## src/rtl/muldiv_unit.sv

```systemverilog
// ----------------------------------------------------------------------------
// muldiv_unit
//   Iterative RV32M multiply/divide unit for the execute stage. One radix-2
//   step per cycle: a shift-add for the MUL family and a restoring subtract
//   for the DIV/REM family. Both work on operand magnitudes, and the sign is
//   fixed up on the last step. Division by zero and signed overflow are
//   resolved when the request is accepted and finish in a single cycle.
//
// Ports
//   clk      in   clock, rising edge
//   rst      in   asynchronous reset, active-low
//   start    in   request, sampled only while idle
//   flush    in   synchronous abort (pipeline kill), has priority over start
//   funct3   in   RV32M operation select
//   rs1_val  in   operand a (register-file RD1)
//   rs2_val  in   operand b (register-file RD2)
//   rd_addr  in   destination register
//   busy     out  unit occupied (CALC or DONE)
//   done     out  one-cycle pulse, result valid
//   result   out  result, held until the next completed operation
//   wb_addr  out  latched rd_addr
//   wb_en    out  write-back enable (done and wb_addr != 0)
// ----------------------------------------------------------------------------
module muldiv_unit #(
   parameter int XLEN   = 32,
   parameter int REG_AW = 5
) (
   input  logic              clk,
   input  logic              rst,
   input  logic              start,
   input  logic              flush,
   input  logic [2:0]        funct3,
   input  logic [XLEN-1:0]   rs1_val,
   input  logic [XLEN-1:0]   rs2_val,
   input  logic [REG_AW-1:0] rd_addr,
   output logic              busy,
   output logic              done,
   output logic [XLEN-1:0]   result,
   output logic [REG_AW-1:0] wb_addr,
   output logic              wb_en
);

   localparam int CW = $clog2(XLEN);

   typedef enum logic [1:0] {IDLE, CALC, DONE} state_t;

   state_t              state_q, state_d;
   logic                busy_q, busy_d;
   logic                done_q, done_d;
   logic                wb_en_q, wb_en_d;
   logic [XLEN-1:0]     result_q, result_d;
   logic [REG_AW-1:0]   wb_addr_q, wb_addr_d;
   logic [2:0]          f3_q, f3_d;
   logic [XLEN-1:0]     hi_q, hi_d;      // product upper half / partial remainder
   logic [XLEN-1:0]     lo_q, lo_d;      // multiplier bits / dividend-quotient bits
   logic [XLEN-1:0]     b_q, b_d;        // multiplicand / divisor magnitude
   logic [CW-1:0]       cnt_q, cnt_d;
   logic                neg_q, neg_d;    // product / quotient negative
   logic                rneg_q, rneg_d;  // remainder negative

   // ---------------- request decode (used only in IDLE) ----------------
   logic            is_div, a_signed, b_signed, a_neg, b_neg;
   logic [XLEN-1:0] a_mag, b_mag;
   logic            b_zero, ovf, special;
   logic [XLEN-1:0] spec_res;

   always_comb begin
      is_div   = funct3[2];
      // MUL/MULH/MULHSU treat rs1 as signed; MUL/MULH treat rs2 as signed.
      // MUL's low word is sign-agnostic, so treating it as signed is harmless.
      a_signed = is_div ? ~funct3[0] : (funct3[1:0] != 2'b11);
      b_signed = is_div ? ~funct3[0] : ~funct3[1];
      a_neg    = a_signed & rs1_val[XLEN-1];
      b_neg    = b_signed & rs2_val[XLEN-1];
      a_mag    = a_neg ? -rs1_val : rs1_val;
      b_mag    = b_neg ? -rs2_val : rs2_val;
      b_zero   = (rs2_val == '0);
      ovf      = is_div & ~funct3[0] &
                 (rs1_val == {1'b1, {(XLEN-1){1'b0}}}) & (rs2_val == '1);
      special  = is_div & (b_zero | ovf);
      // funct3[1] separates REM* from DIV*
      if (b_zero) spec_res = funct3[1] ? rs1_val : '1;
      else        spec_res = funct3[1] ? '0 : rs1_val;
   end

   // ---------------- one iteration step ----------------
   logic [XLEN:0]     mul_sum;
   logic [XLEN:0]     div_shift, div_diff;
   logic [XLEN-1:0]   hi_step, lo_step;

   always_comb begin
      // shift-add: add multiplicand into the upper half when the LSB is set,
      // then shift the whole 2*XLEN product right by one
      mul_sum   = {1'b0, hi_q} + (lo_q[0] ? {1'b0, b_q} : '0);
      // restoring division: shift the next dividend bit into the remainder
      div_shift = {hi_q, lo_q[XLEN-1]};
      div_diff  = div_shift - {1'b0, b_q};
      if (f3_q[2]) begin
         if (!div_diff[XLEN]) begin
            hi_step = div_diff[XLEN-1:0];
            lo_step = {lo_q[XLEN-2:0], 1'b1};
         end else begin
            hi_step = div_shift[XLEN-1:0];
            lo_step = {lo_q[XLEN-2:0], 1'b0};
         end
      end else begin
         hi_step = mul_sum[XLEN:1];
         lo_step = {mul_sum[0], lo_q[XLEN-1:1]};
      end
   end

   // ---------------- final sign fix and result select ----------------
   logic [2*XLEN-1:0] prod_s;
   logic [XLEN-1:0]   quot_s, rem_s, fin_res;

   always_comb begin
      prod_s = neg_q  ? -{hi_step, lo_step} : {hi_step, lo_step};
      quot_s = neg_q  ? -lo_step : lo_step;
      rem_s  = rneg_q ? -hi_step : hi_step;
      case (f3_q)
         3'b000:                 fin_res = prod_s[XLEN-1:0];
         3'b001, 3'b010, 3'b011: fin_res = prod_s[2*XLEN-1:XLEN];
         3'b100, 3'b101:         fin_res = quot_s;
         default:                fin_res = rem_s;
      endcase
   end

   // ---------------- next-state logic ----------------
   always_comb begin
      state_d   = state_q;
      busy_d    = busy_q;
      done_d    = 1'b0;
      wb_en_d   = 1'b0;
      result_d  = result_q;
      wb_addr_d = wb_addr_q;
      f3_d      = f3_q;
      hi_d      = hi_q;
      lo_d      = lo_q;
      b_d       = b_q;
      cnt_d     = cnt_q;
      neg_d     = neg_q;
      rneg_d    = rneg_q;
      case (state_q)
         IDLE: begin
            if (start && !flush) begin
               f3_d      = funct3;
               wb_addr_d = rd_addr;
               busy_d    = 1'b1;
               if (special) begin
                  state_d  = DONE;
                  result_d = spec_res;
                  done_d   = 1'b1;
                  wb_en_d  = (rd_addr != '0);
               end else begin
                  state_d = CALC;
                  cnt_d   = '0;
                  hi_d    = '0;
                  lo_d    = is_div ? a_mag : b_mag;
                  b_d     = is_div ? b_mag : a_mag;
                  neg_d   = a_neg ^ b_neg;
                  rneg_d  = a_neg;
               end
            end
         end
         CALC: begin
            if (flush) begin
               state_d = IDLE;
               busy_d  = 1'b0;
            end else begin
               hi_d  = hi_step;
               lo_d  = lo_step;
               cnt_d = cnt_q + CW'(1);
               if (cnt_q == CW'(XLEN-1)) begin
                  state_d  = DONE;
                  result_d = fin_res;
                  done_d   = 1'b1;
                  wb_en_d  = (wb_addr_q != '0);
               end
            end
         end
         default: begin
            // DONE: the pulse is already on the outputs; flush changes nothing here
            state_d = IDLE;
            busy_d  = 1'b0;
         end
      endcase
   end

   // ---------------- state registers ----------------
   always_ff @(posedge clk or negedge rst) begin
      if (!rst) begin
         state_q   <= IDLE;
         busy_q    <= 1'b0;
         done_q    <= 1'b0;
         wb_en_q   <= 1'b0;
         result_q  <= '0;
         wb_addr_q <= '0;
         f3_q      <= '0;
         hi_q      <= '0;
         lo_q      <= '0;
         b_q       <= '0;
         cnt_q     <= '0;
         neg_q     <= 1'b0;
         rneg_q    <= 1'b0;
      end else begin
         state_q   <= state_d;
         busy_q    <= busy_d;
         done_q    <= done_d;
         wb_en_q   <= wb_en_d;
         result_q  <= result_d;
         wb_addr_q <= wb_addr_d;
         f3_q      <= f3_d;
         hi_q      <= hi_d;
         lo_q      <= lo_d;
         b_q       <= b_d;
         cnt_q     <= cnt_d;
         neg_q     <= neg_d;
         rneg_q    <= rneg_d;
      end
   end

   assign busy    = busy_q;
   assign done    = done_q;
   assign wb_en   = wb_en_q;
   assign result  = result_q;
   assign wb_addr = wb_addr_q;

endmodule

```

## config.mk

```make
export PLATFORM = sky130hd
export DESIGN_NAME = muldiv_unit
export DESIGN_NICKNAME = d
export VERILOG_FILES = /design/src/rtl/muldiv_unit.sv
export SDC_FILE = /design/constraint.sdc
export NUM_CORES = 1
export LEC_CHECK = 0
export ABC_CLOCK_PERIOD_IN_PS = 9100
export BUFFER_PORTS_ARGS = -buffer_cell sky130_fd_sc_hd__buf_2
export CORE_MARGIN = 2
export CORE_UTILIZATION = 36
export CTS_CLUSTER_SIZE = 40
export DETAILED_ROUTE_END_ITERATION = 10
export HOLD_SLACK_MARGIN = 0.02
export PLACE_DENSITY_LB_ADDON = 0.05
export SKIP_CTS_REPAIR_TIMING = 1
export SYNTH_ARGS = -nofsm -noshare
export SYNTH_HDL_FRONTEND = slang
export SYNTH_SLANG_ARGS = --single-unit
```

## constraint.sdc

```tcl
create_clock -name clk -period 9.1 [get_ports clk]
set_input_delay 1.82 -clock clk [delete_from_list [all_inputs] [get_ports clk]]
set_output_delay 1.82 -clock clk [all_outputs]
set_load 0.03 [all_outputs]
```

==> summary.txt, run 1 <==
Routing
  – Per-cell routed wire length: 23.7 um
  – Final ANT Viol Nets: 0
  – Final WL: 67.6 mm
  – WL met3: about 3.8 mm
  – Vias per cell: 5.96
  – Drt pass-1 iters: 7
  – Top Metal Used: met4
  – Vias: 17000
  – 1st-iter DRT viols: 1333
  – Residual DRC: 0
  – Met2 wire length: 29.9 mm
  – M1 wire length: approximately 32 mm

Status
  – Outcome: complete, no violations

Placement
  – GPL Wtd Cong: 0.931
  – Port buffer count: roughly 120
  – Placed cell area: 0.0173 sq mm
  – Post-DP HPWL: between 50 and 60 mm

STA
  – Setup TNS: 0 ps
  – Slew @ Worst Pin: 1100 ps
  – Max Slew Vio Count: 0
  – Final hold violation count: 0
  – Minimum clock period: 6300 ps
  – Final setup fails: 0
  – RSZ-0062 raised after global routing: no
  – Max Fclk: 159 MHz
  – Min Hold Slack: 496 ps
  – Worst slew margin: 0.270
  – Final setup skew: 10.1 ps
  – Tcrit/Tclk final: 0.692

Synth
  – Seq/Total Area, Yosys: 0.228
  – Post-Syn Instances: 2220
  – Area leader, netlist: dfrtp_1
  – Mapped Avg Cell Area: 7.31 sq um
  – Number of flops mapped to enable cells by yosys: 0
  – Synth Warn #: 0
  – Most used flip-flop cell after synthesis: dfrtp_1
  – Syn Nets: 2369
  – Post-synth ARST share: 1.00
  – #FFs+latches synth: 148
  – Yosys cell types: 91
  – Synth top area share: 0.228
  – Area contributors post-synth: dfrtp_1 23%, o21ai_0 7.3%, a21oi_1 6.9%
  – Synthesized cell area: 0.0162 sq mm

Global route
  – Total track usage: 0.287
  – First-pass GRT wire length: 102 mm
  – Largest net degree at the start of global routing: about 120
  – Number of global-route vias before repair: 16300
  – Initial antenna violation count: 3
  – Remaining global-route overflow: 0

Min path
  – Hold crit path type: register to register

Floorplan
  – Die X: approximately 220 um
  – Die area: 0.0468 sq mm
  – Cell row count: 77
  – Die height: 216 um
  – Ports: 116
  – Initial core utilization: 0.366
  – Core area: roughly 0.044 sq mm

Layout
  – Layout cells sized above 1: 0.112
  – Commonest cells after routing, fill and taps aside: 280 x nand2_1, 237 x o21ai_0, 224 x a21oi_1, 202 x nor2_1, 147 x dfrtp_1
  – Fillers: 4795
  – Layout Cell Area excl Fill: roughly 0.018 sq mm
  – Commonest non-fill, non-tap cell in the layout: nand2_1
  – # diodes: 0
  – Area Overhead vs Synth: 10.1%
  – Final #Nets: 2401

Clocking
  – CTS Buf Count: 17
  – # clock sinks: 148
  – CTS tree: done
  – H-tree depth: 4
  – CTS Root Cell: clkbuf_16
  – Clock transition at path regs: 70 ps
  – Worst skew pair latency: 470 ps
  – Clock buffer depth: 2

Power and ir drop
  – Sequential share of power: 0.183
  – Static Leak: 7.53 nW
  – Worst VDD drop: 0.140 mV
  – Comb pwr share: 0.686
  – Clock share of power: 0.131
  – Sw Ratio: 0.549
  – P_sw: slightly below 3 mW
  – PD cells: 304 mW/mm^2
  – Cell-internal power: 2.45 mW

Critical path
  – CP Class: register to register
  – Critical path fanouts, max: 15
  – WP data arrival: 6610 ps
  – Critical Path Sink Type: register
  – Worst R2R Setup Slack: 2800 ps
  – Startpoint Class: register
  – Worst EP required: 9410 ps

Job
  – Max-Cap Viols: 0
metrics by stage:
| step | power, mW | setup WS, ps | util | std cells |
|---|---|---|---|---|
| floorplan | 3.53 | 4180 | - | 2220 |
| global placement | 4.65 | 3000 | 0.390 | 2825 |
| detailed placement | 4.66 | 2900 | 0.390 | 2825 |
| CTS | 5.40 | 2950 | 0.403 | 2857 |
| global route | 5.86 | 2370 | 0.403 | 2857 |
| finish | 5.44 | 2800 | 0.403 | 2857 |
cells by family after synthesis:
kind of cell / Yosys count / share of synthesized area
xor gates and xnor gates: 190 / 0.103
and+or+nand+nor: 764 / 0.220
muxes: 61 / 0.0392
adders and majority gates: 73 / 0.0572
buffers and inverters: 208 / 0.0498
DFF: 148 / 0.228
AOI/OAI and AO/OA: 776 / 0.303
path summary, 6_finish.rpt:
path                            startpoint    endpoint  depth (start not counted)
worst max register to register    lo_q[31]  result[30]                         22
worst max-delay path              lo_q[31]  result[30]                         22
worst min-delay path            result[12]  result[12]                          2
min in group asynchronous              rst  wb_addr[3]                          1
worst min register to register  result[12]  result[12]                          2
max in group asynchronous              rst      b_q[7]                          2
cells in the mapped netlist (all sizes together) (20+ instances only):
master	instances
a211oi	29
a21o	23
a21oi	230
a221oi	21
a31oi	29
and2	46
buf	31
clkbuf	105
dfrtp	148
ha	71
inv	72
mux2	20
mux2i	41
nand2	282
nand3	28
nand4	37
nor2	205
nor3	46
o21ai	249
o31ai	38
or3	30
xnor2	113
xor2	77
worst max-delay path, stage by stage (launching register included):
cell	delay, ps
dfrtp_1	430
inv_1	90
ha_1	190
inv_1	60
fa_1	440
a211oi_2	300
o211ai_1	180
a21oi_2	250
a21oi_4	120
nor2_2	710
nor3_1	200
a21oi_1	210
ha_1	240
o2111ai_1	210
nor2_1	340
nand3_1	300
nor4_1	330
buf_4	220
nand4b_2	180
o41ai_2	420
xnor2_1	130
a221oi_2	470
a311oi_1	90
per-layer routing:
layer	up-vias	track usage
met4	0	0.0863
met2	599	0.449
met3	79	0.0300
met5	-	0
met1	8239	0.415
li1	8120	-
state kept, by name, summed over array words and instances (netlist names):
signal and cells:
rneg_q 1, wb_en 1, state_q 2, cnt_q 5, f3_q 3, result 32
done 1, neg_q 1, b_q 32, wb_addr 5, lo_q 32, hi_q 32
busy 1
area by class of cell:
class | count | area (sq um) | area share
inverters | 72 | 270 | 0.0151
multi-input cells | 1864 | 11700 | 0.658
repair buffers | 149 | 840 | 0.0470
flip-flops and latches | 148 | 3710 | 0.208
clock buffers | 18 | 439 | 0.0246
clock inverters | 14 | 118 | 0.00659
well taps | 592 | 741 | 0.0415
power groups by stage:
stage | logic [mW] | clock network [mW] | registers (mW)
after floorplan | 2.59 | 0 | 0.939
after global placement | 3.65 | 0 | 1.00
after detailed placement | 3.65 | 0 | 1.01
after CTS | 3.67 | 0.728 | 0.996
after global routing | 4.08 | 0.751 | 1.02
final | 3.73 | 0.710 | 0.997
No activity file was read; power rests on OpenSTA's default activity.
==> run 2, diff against run 1 <==
--- a/config.mk
+++ b/config.mk
@@ -5,7 +5,8 @@
 export SDC_FILE = /design/constraint.sdc
 export NUM_CORES = 1
 export LEC_CHECK = 0
-export ABC_CLOCK_PERIOD_IN_PS = 9100
+export ABC_AREA = 1
+export ABC_CLOCK_PERIOD_IN_PS = 5400
 export BUFFER_PORTS_ARGS = -buffer_cell sky130_fd_sc_hd__buf_2
 export CORE_MARGIN = 2
 export CORE_UTILIZATION = 36
==> constraint.sdc (replaced) <==
create_clock -name clk -period 5.4 [get_ports clk]
set_input_delay 1.08 -clock clk [delete_from_list [all_inputs] [get_ports clk]]
set_output_delay 1.08 -clock clk [all_outputs]
set_load 0.03 [all_outputs]
==> run 2 against run 1 <==
Net effect:
- critical path depth grew 5
- setup slack worse by 2300 ps
- area after synthesis rose by 15%
- hold slack got worse by 23 ps
- synthesized cell count rose by 46%
- sequential share of layout area shrank 2.7 points
- critical endpoint is now result[8]
- design area increased by 15%
- cell count increased by 40%
- sequential cell count unchanged
- sequential power grew 100%
==> summary.txt, run 2 <==
Status
  – Outcome: complete, no violations

Min path
  – Hold EP: busy
  – WHS Path Cells: 2
  – Hold crit path type: register to register
  – HP Start: busy

Critical path
  – Reg2reg end: result[8]
  – Worst R2R Path Depth: 27
  – Worst r2r src: b_q[28]
  – Critical Path Sink Type: register
  – Startpoint Class: register
  – Critical path fanouts, max: 16
  – Worst R2R Setup Slack: 550 ps
  – WP data arrival: 5260 ps
  – Worst EP required: 5810 ps
  – CP Class: register to register

STA
  – Min Hold Slack: 473 ps
  – Final setup skew: around 26 ps
  – Final setup fails: 0
  – Final worst setup slack: 549 ps
  – Slew @ Worst Pin: about 1100 ps
  – Worst slew margin: 0.268
  – Max Slew Vio Count: 0
  – Minimum clock period: just under 5000 ps
  – Tcrit/Tclk final: 0.898
  – Setup TNS: 0 ps
  – RSZ-0062 raised after global routing: no
  – Final hold violation count: 0
  – Max Fclk: 206 MHz

Global route
  – Total track usage: 0.340
  – Largest net degree at the start of global routing: 113
  – First-pass GRT wire length: 134 mm
  – Initial antenna violation count: 2
  – Number of global-route vias before repair: 20800
  – Remaining global-route overflow: 0

Placement
  – GPL Wtd Cong: about 1
  – Port buffer count: 115
  – DP Worst Slack: 494 ps
  – Post-DP HPWL: roughly 74 mm

Clocking
  – CTS tree: done
  – # clock sinks: ~150
  – CTS Buf Count: 17
  – CTS Root Cell: clkbuf_16
  – Worst skew pair latency: between 400 and 500 ps
  – H-tree depth: 4
  – Clock buffer depth: 2
  – Clock transition at path regs: 70 ps

Layout
  – Commonest cells after routing, fill and taps aside: 962 x nand2_1, 434 x inv_1, 351 x nor2_1, 274 x o21ai_0, 224 x nand3_1
  – Final #Nets: about 3500
  – Fillers: slightly below 6000
  – Final Util: 0.402
  – Commonest non-fill, non-tap cell in the layout: nand2_1
  – # diodes: 0
  – Area Overhead vs Synth: 10.5%
  – Layout cells sized above 1: 0.102

Floorplan
  – Ports: 116
  – Die area: about 0.054 sq mm
  – Die X: 231 um
  – Cell row count: 83
  – Die height: 231 um
  – Initial core utilization: 0.364
  – Core area: 0.0512 sq mm

Synth
  – #FFs+latches synth: 148
  – Post-synth ARST share: 1.00
  – Syn Nets: 3386
  – Cell with the most instances after synthesis: nand2_1
  – Most used flip-flop cell after synthesis: dfrtp_1
  – Mapped Avg Cell Area: 5.75 sq um
  – Number of flops mapped to enable cells by yosys: 0
  – Area contributors post-synth: dfrtp_1 20%, nand2_1 19%, inv_1 8.8%
  – Area leader, netlist: dfrtp_1
  – Synthesized cell area: 0.0186 sq mm
  – Synth top area share: 0.199
  – Seq/Total Area, Yosys: 0.199
  – Synth top cells by count: 962 x nand2_1, 435 x inv_1, 355 x nor2_1, 274 x o21ai_0, 224 x nand3_1
  – Yosys cell types: between 50 and 60
  – Post-Syn Instances: 3237
  – Synth Warn #: 0

Routing
  – Final ANT Viol Nets: 0
  – Residual DRC: 0
  – Drt pass-1 iters: 6
  – Per-cell routed wire length: 22.7 um
  – 1st-iter DRT viols: 2250
  – Vias per cell: between 5 and 6
  – Final WL: 90.8 mm
  – Vias: 21900

Power and ir drop
  – Worst VDD drop: 0.344 mV
  – PD cells: 733 mW/mm^2
  – Power, Total: 15.1 mW
  – Static Leak: ~11 nW

Job
  – Max-Cap Viols: 0
-- run 2: cell count changes after synthesis, moves of 37 or more --
cell / delta
a21oi_1: -68
and2_1: -46
inv_1: +363
mux2i_1: -40
nand2_1: +681
nand2_2: +51
nand3_1: +196
nor2_1: +152
o21ai_0: +37
xnor2_1: -96
-- run 2: layer usage --
metal | global-route usage | up-vias | share of wire
met5 | 0 | - | 0.00014
met4 | 0.169 | 2 | 0.054
met3 | 0.0595 | 166 | 0.074
met2 | 0.556 | 932 | 0.46
met1 | 0.429 | 10200 | 0.41
li1 | - | 10600 | -
-- run 2: worst max-delay path by stage --
stage	from	end	slack [ps]	cells after the start
final	b_q[28]	result[8]	550	27
after global routing	b_q[28]	result[4]	80	28
after CTS	b_q[28]	result[4]	450	27
after detailed placement	b_q[28]	result[4]	490	27
after global placement	b_q[28]	result[20]	580	30
after floorplan	lo_q[31]	result[20]	1500	33
-- run 2: final cells by class --
type / instances / area, sq um / share of cell area
Clock buffer: 20 / 447 / 0.0217
Clock inverter: 10 / 149 / 0.00724
Inverter: 448 / 1680 / 0.0817
Multi-Input combinational cell: 2522 / 12700 / 0.618
Sequential cell: 148 / 3710 / 0.180
Tap cell: 680 / 851 / 0.0414
Timing Repair Buffer: 172 / 1020 / 0.0497
-- run 2: worst max-delay path, stage by stage (launching register included) --
cell	delay [ps]
dfrtp_1	500
inv_1	220
ha_1	410
nand2_1	110
nor2_1	200
nand2_1	130
nor2_2	190
nand2_4	100
nand2_4	90
nand2_4	150
nand3_4	170
nand2_2	120
inv_1	130
ha_1	190
nand2_1	90
nor3_2	200
nand2_2	110
nor2_2	120
nand2_2	90
nor2_1	140
nand4_1	150
nor2_2	200
inv_1	110
o21ai_2	270
o21ai_0	150
o21bai_1	190
nand2_1	80
a21oi_1	140
-- run 2: stage by stage --
| step | instances | instance area, sq um |
|---|---|---|
| finish | 4000 | 20600 |
| global route | 4000 | 20600 |
| global placement | 3969 | 20000 |
| floorplan | 3237 | 18600 |
| detailed placement | 3969 | 20000 |
| CTS | 3999 | 20600 |
-- run 2: logic make-up (layout without fill, tap and decap cells) --
family | count (synthesis) | in the layout | synth area share
and+or+nand+nor | 1752 | 1752 | 0.405
AOI/OAI and AO/OA | 596 | 596 | 0.178
buffers and inverters | 567 | 650 | 0.120
muxes | 1 | 1 | 0.000538
DFF | 148 | 148 | 0.199
xor gates and xnor gates | 100 | 100 | 0.0470
adders and majority gates | 73 | 73 | 0.0499
-- run 2: power by group --
part           switching [mW]  internal [mW]  leakage, nW
logic                    8.49           3.26         8.53
clock network           0.558          0.738        0.284
registers               0.480           1.56         1.84
==> run 3, diff against run 2 <==
--- a/config.mk
+++ b/config.mk
@@ -6,7 +6,7 @@
 export NUM_CORES = 1
 export LEC_CHECK = 0
 export ABC_AREA = 1
-export ABC_CLOCK_PERIOD_IN_PS = 5400
+export ABC_CLOCK_PERIOD_IN_PS = 5300
 export BUFFER_PORTS_ARGS = -buffer_cell sky130_fd_sc_hd__buf_2
 export CORE_MARGIN = 2
 export CORE_UTILIZATION = 36
==> constraint.sdc (replaced) <==
create_clock -name clk -period 5.3 [get_ports clk]
set_input_delay 1.06 -clock clk [delete_from_list [all_inputs] [get_ports clk]]
set_output_delay 1.06 -clock clk [all_outputs]
set_load 0.03 [all_outputs]
==> run 3 against run 2 <==
Net effect:
- global-route usage shrank 0.13 points
- die area is the same
- sequential cell count is the same
- design area is essentially flat
- via count grew 0.73%
- clock power shrank 6%
- power grew 1.3%
- setup slack lost 77 ps
- fmax grew 0.48%
- clock skew shrank 10 ps
- first-iteration DRC count grew 6.5%
- register-to-register slack lost 80 ps
==> summary.txt, run 3 (synthesis results as in run 2) <==
Routing
  – Vias per cell: 5.50
  – Per-cell routed wire length: 22.7 um
  – 1st-iter DRT viols: roughly 2400
  – Final WL: 90.9 mm
  – Final ANT Viol Nets: 0
  – Drt pass-1 iters: 6
  – Residual DRC: 0
  – Vias: 22000

Min path
  – Hold EP: busy
  – HP Start: busy
  – WHS Path Cells: 2
  – Hold crit path type: register to register

Critical path
  – CP Class: register to register
  – CP dominant cell by count: nand2_1
  – Critical path fanouts, max: 27
  – Worst EP required: 5690 ps
  – Worst R2R Path Depth: 27
  – Worst R2R Setup Slack: roughly 470 ps
  – WP data arrival: 5220 ps
  – Slowest cell on crit path: dfrtp_2
  – Startpoint Class: register
  – Worst r2r src: b_q[28]
  – Reg2reg end: result[22]
  – CP max stage delay: 480 ps
  – Critical Path Sink Type: register

Clocking
  – CTS tree: done
  – H-tree depth: 4
  – Clock buffer depth: 2
  – # clock sinks: 148
  – CTS Root Cell: clkbuf_16
  – CTS Buf Count: 17
  – Worst skew pair latency: 480 ps
  – Clock transition at path regs: 70 ps

Floorplan
  – Initial core utilization: 0.364
  – Cell row count: just over 80
  – Ports: ~120
  – Die area: 0.0535 sq mm
  – Core area: 0.0512 sq mm
  – Die height: 231 um
  – Die X: 231 um

STA
  – Final worst setup slack: ~470 ps
  – Tcrit/Tclk final: 0.911
  – Minimum clock period: 4830 ps
  – Max Slew Vio Count: 0
  – Worst slew margin: 0.386
  – Setup TNS: 0 ps
  – Final hold violation count: 0
  – Min Hold Slack: 480 ps
  – Final setup fails: 0
  – Slew @ Worst Pin: between 900 and 1000 ps
  – Final setup skew: 15.6 ps
  – Max Fclk: 207 MHz
  – RSZ-0062 raised after global routing: no

Job
  – Max-Cap Viols: 0

Power and ir drop
  – Worst VDD drop: 0.294 mV
  – PD cells: 742 mW/mm^2
  – Static Leak: approximately 11 nW

Placement
  – DP Worst Slack: 337 ps
  – Port buffer count: 115
  – Post-DP HPWL: between 70 and 80 mm
  – GPL Wtd Cong: 1.00

Global route
  – Total track usage: 0.338
  – Initial antenna violation count: 5
  – Largest net degree at the start of global routing: 85
  – First-pass GRT wire length: 133 mm
  – Number of global-route vias before repair: 20700
  – Remaining global-route overflow: 0

Layout
  – Fillers: 5833
  – Commonest cells after routing, fill and taps aside: 962 x nand2_1, 434 x inv_1, 351 x nor2_1, 274 x o21ai_0, 224 x nand3_1
  – Final #Nets: 3468
  – Layout cells sized above 1: 0.105
  – Area Overhead vs Synth: 10.6%
  – Commonest non-fill, non-tap cell in the layout: nand2_1

Status
  – Outcome: complete, no violations
run 3: cell count changes in the layout (fill, tap and decap cells not counted):
cell | before | now
buf_12 | 1 | 0
bufinv_16 | 3 | 1
inv_8 | 0 | 1
diode_2 | 0 | 1
clkinv_2 | 0 | 2
dfrtp_1 | 146 | 145
dfrtp_2 | 1 | 2
buf_4 | 56 | 67
inv_6 | 3 | 2
run 3: metrics by stage:
step	std cells	instance area (sq um)	total power, mW	utilization
global route	4010	20600	16.4	0.402
CTS	4004	20500	15.0	0.401
global placement	3974	20000	13.7	0.390
finish	4011	20600	15.3	0.402
floorplan	3237	18600	9.60	-
detailed placement	3974	20000	13.7	0.390
run 3: layer usage:
layer	track usage	part of all wire	up-vias	wire length [um]
li1	-	-	10600	-
met1	0.422	0.41	10300	37000
met2	0.547	0.45	976	41100
met3	0.0597	0.075	188	6840
met4	0.198	0.065	2	5950
met5	0	0.00011	-	10
run 3: where the power goes:
| part | internal, mW | switching (mW) |
|---|---|---|
| clock | 0.657 | 0.563 |
| sequential | 1.58 | 0.503 |
| combinational | 3.38 | 8.60 |
| total | 5.62 | 9.67 |
run 3: critical path: cells and delay by family, from the launching register on:
family          cells  cell delay, ps
simple gates       16            2010
buf+inv             6             980
compound gates      3             650
fa+ha+maj           2             600
flops               1             480
run 3: area by class of cell:
| class | count | area [sq um] | area share |
|---|---|---|---|
| multi-input cells | 2522 | 12700 | 0.617 |
| clock buffers | 20 | 447 | 0.0217 |
| clock inverters | 10 | 101 | 0.00492 |
| flip-flops and latches | 148 | 3710 | 0.180 |
| diodes | 1 | 2.50 | 0.000122 |
| repair buffers | 182 | 1080 | 0.0527 |
| well taps | 680 | 851 | 0.0413 |
| inverters | 448 | 1680 | 0.0817 |
run 3: worst max-delay path by stage:
stage | startpoint | endpoint | cells past startpoint
after detailed placement | b_q[28] | result[26] | 30
final | b_q[28] | result[22] | 27
after global placement | b_q[28] | result[22] | 30
after CTS | b_q[28] | result[16] | 28
after global routing | b_q[28] | result[4] | 28
after floorplan | lo_q[31] | result[20] | 33
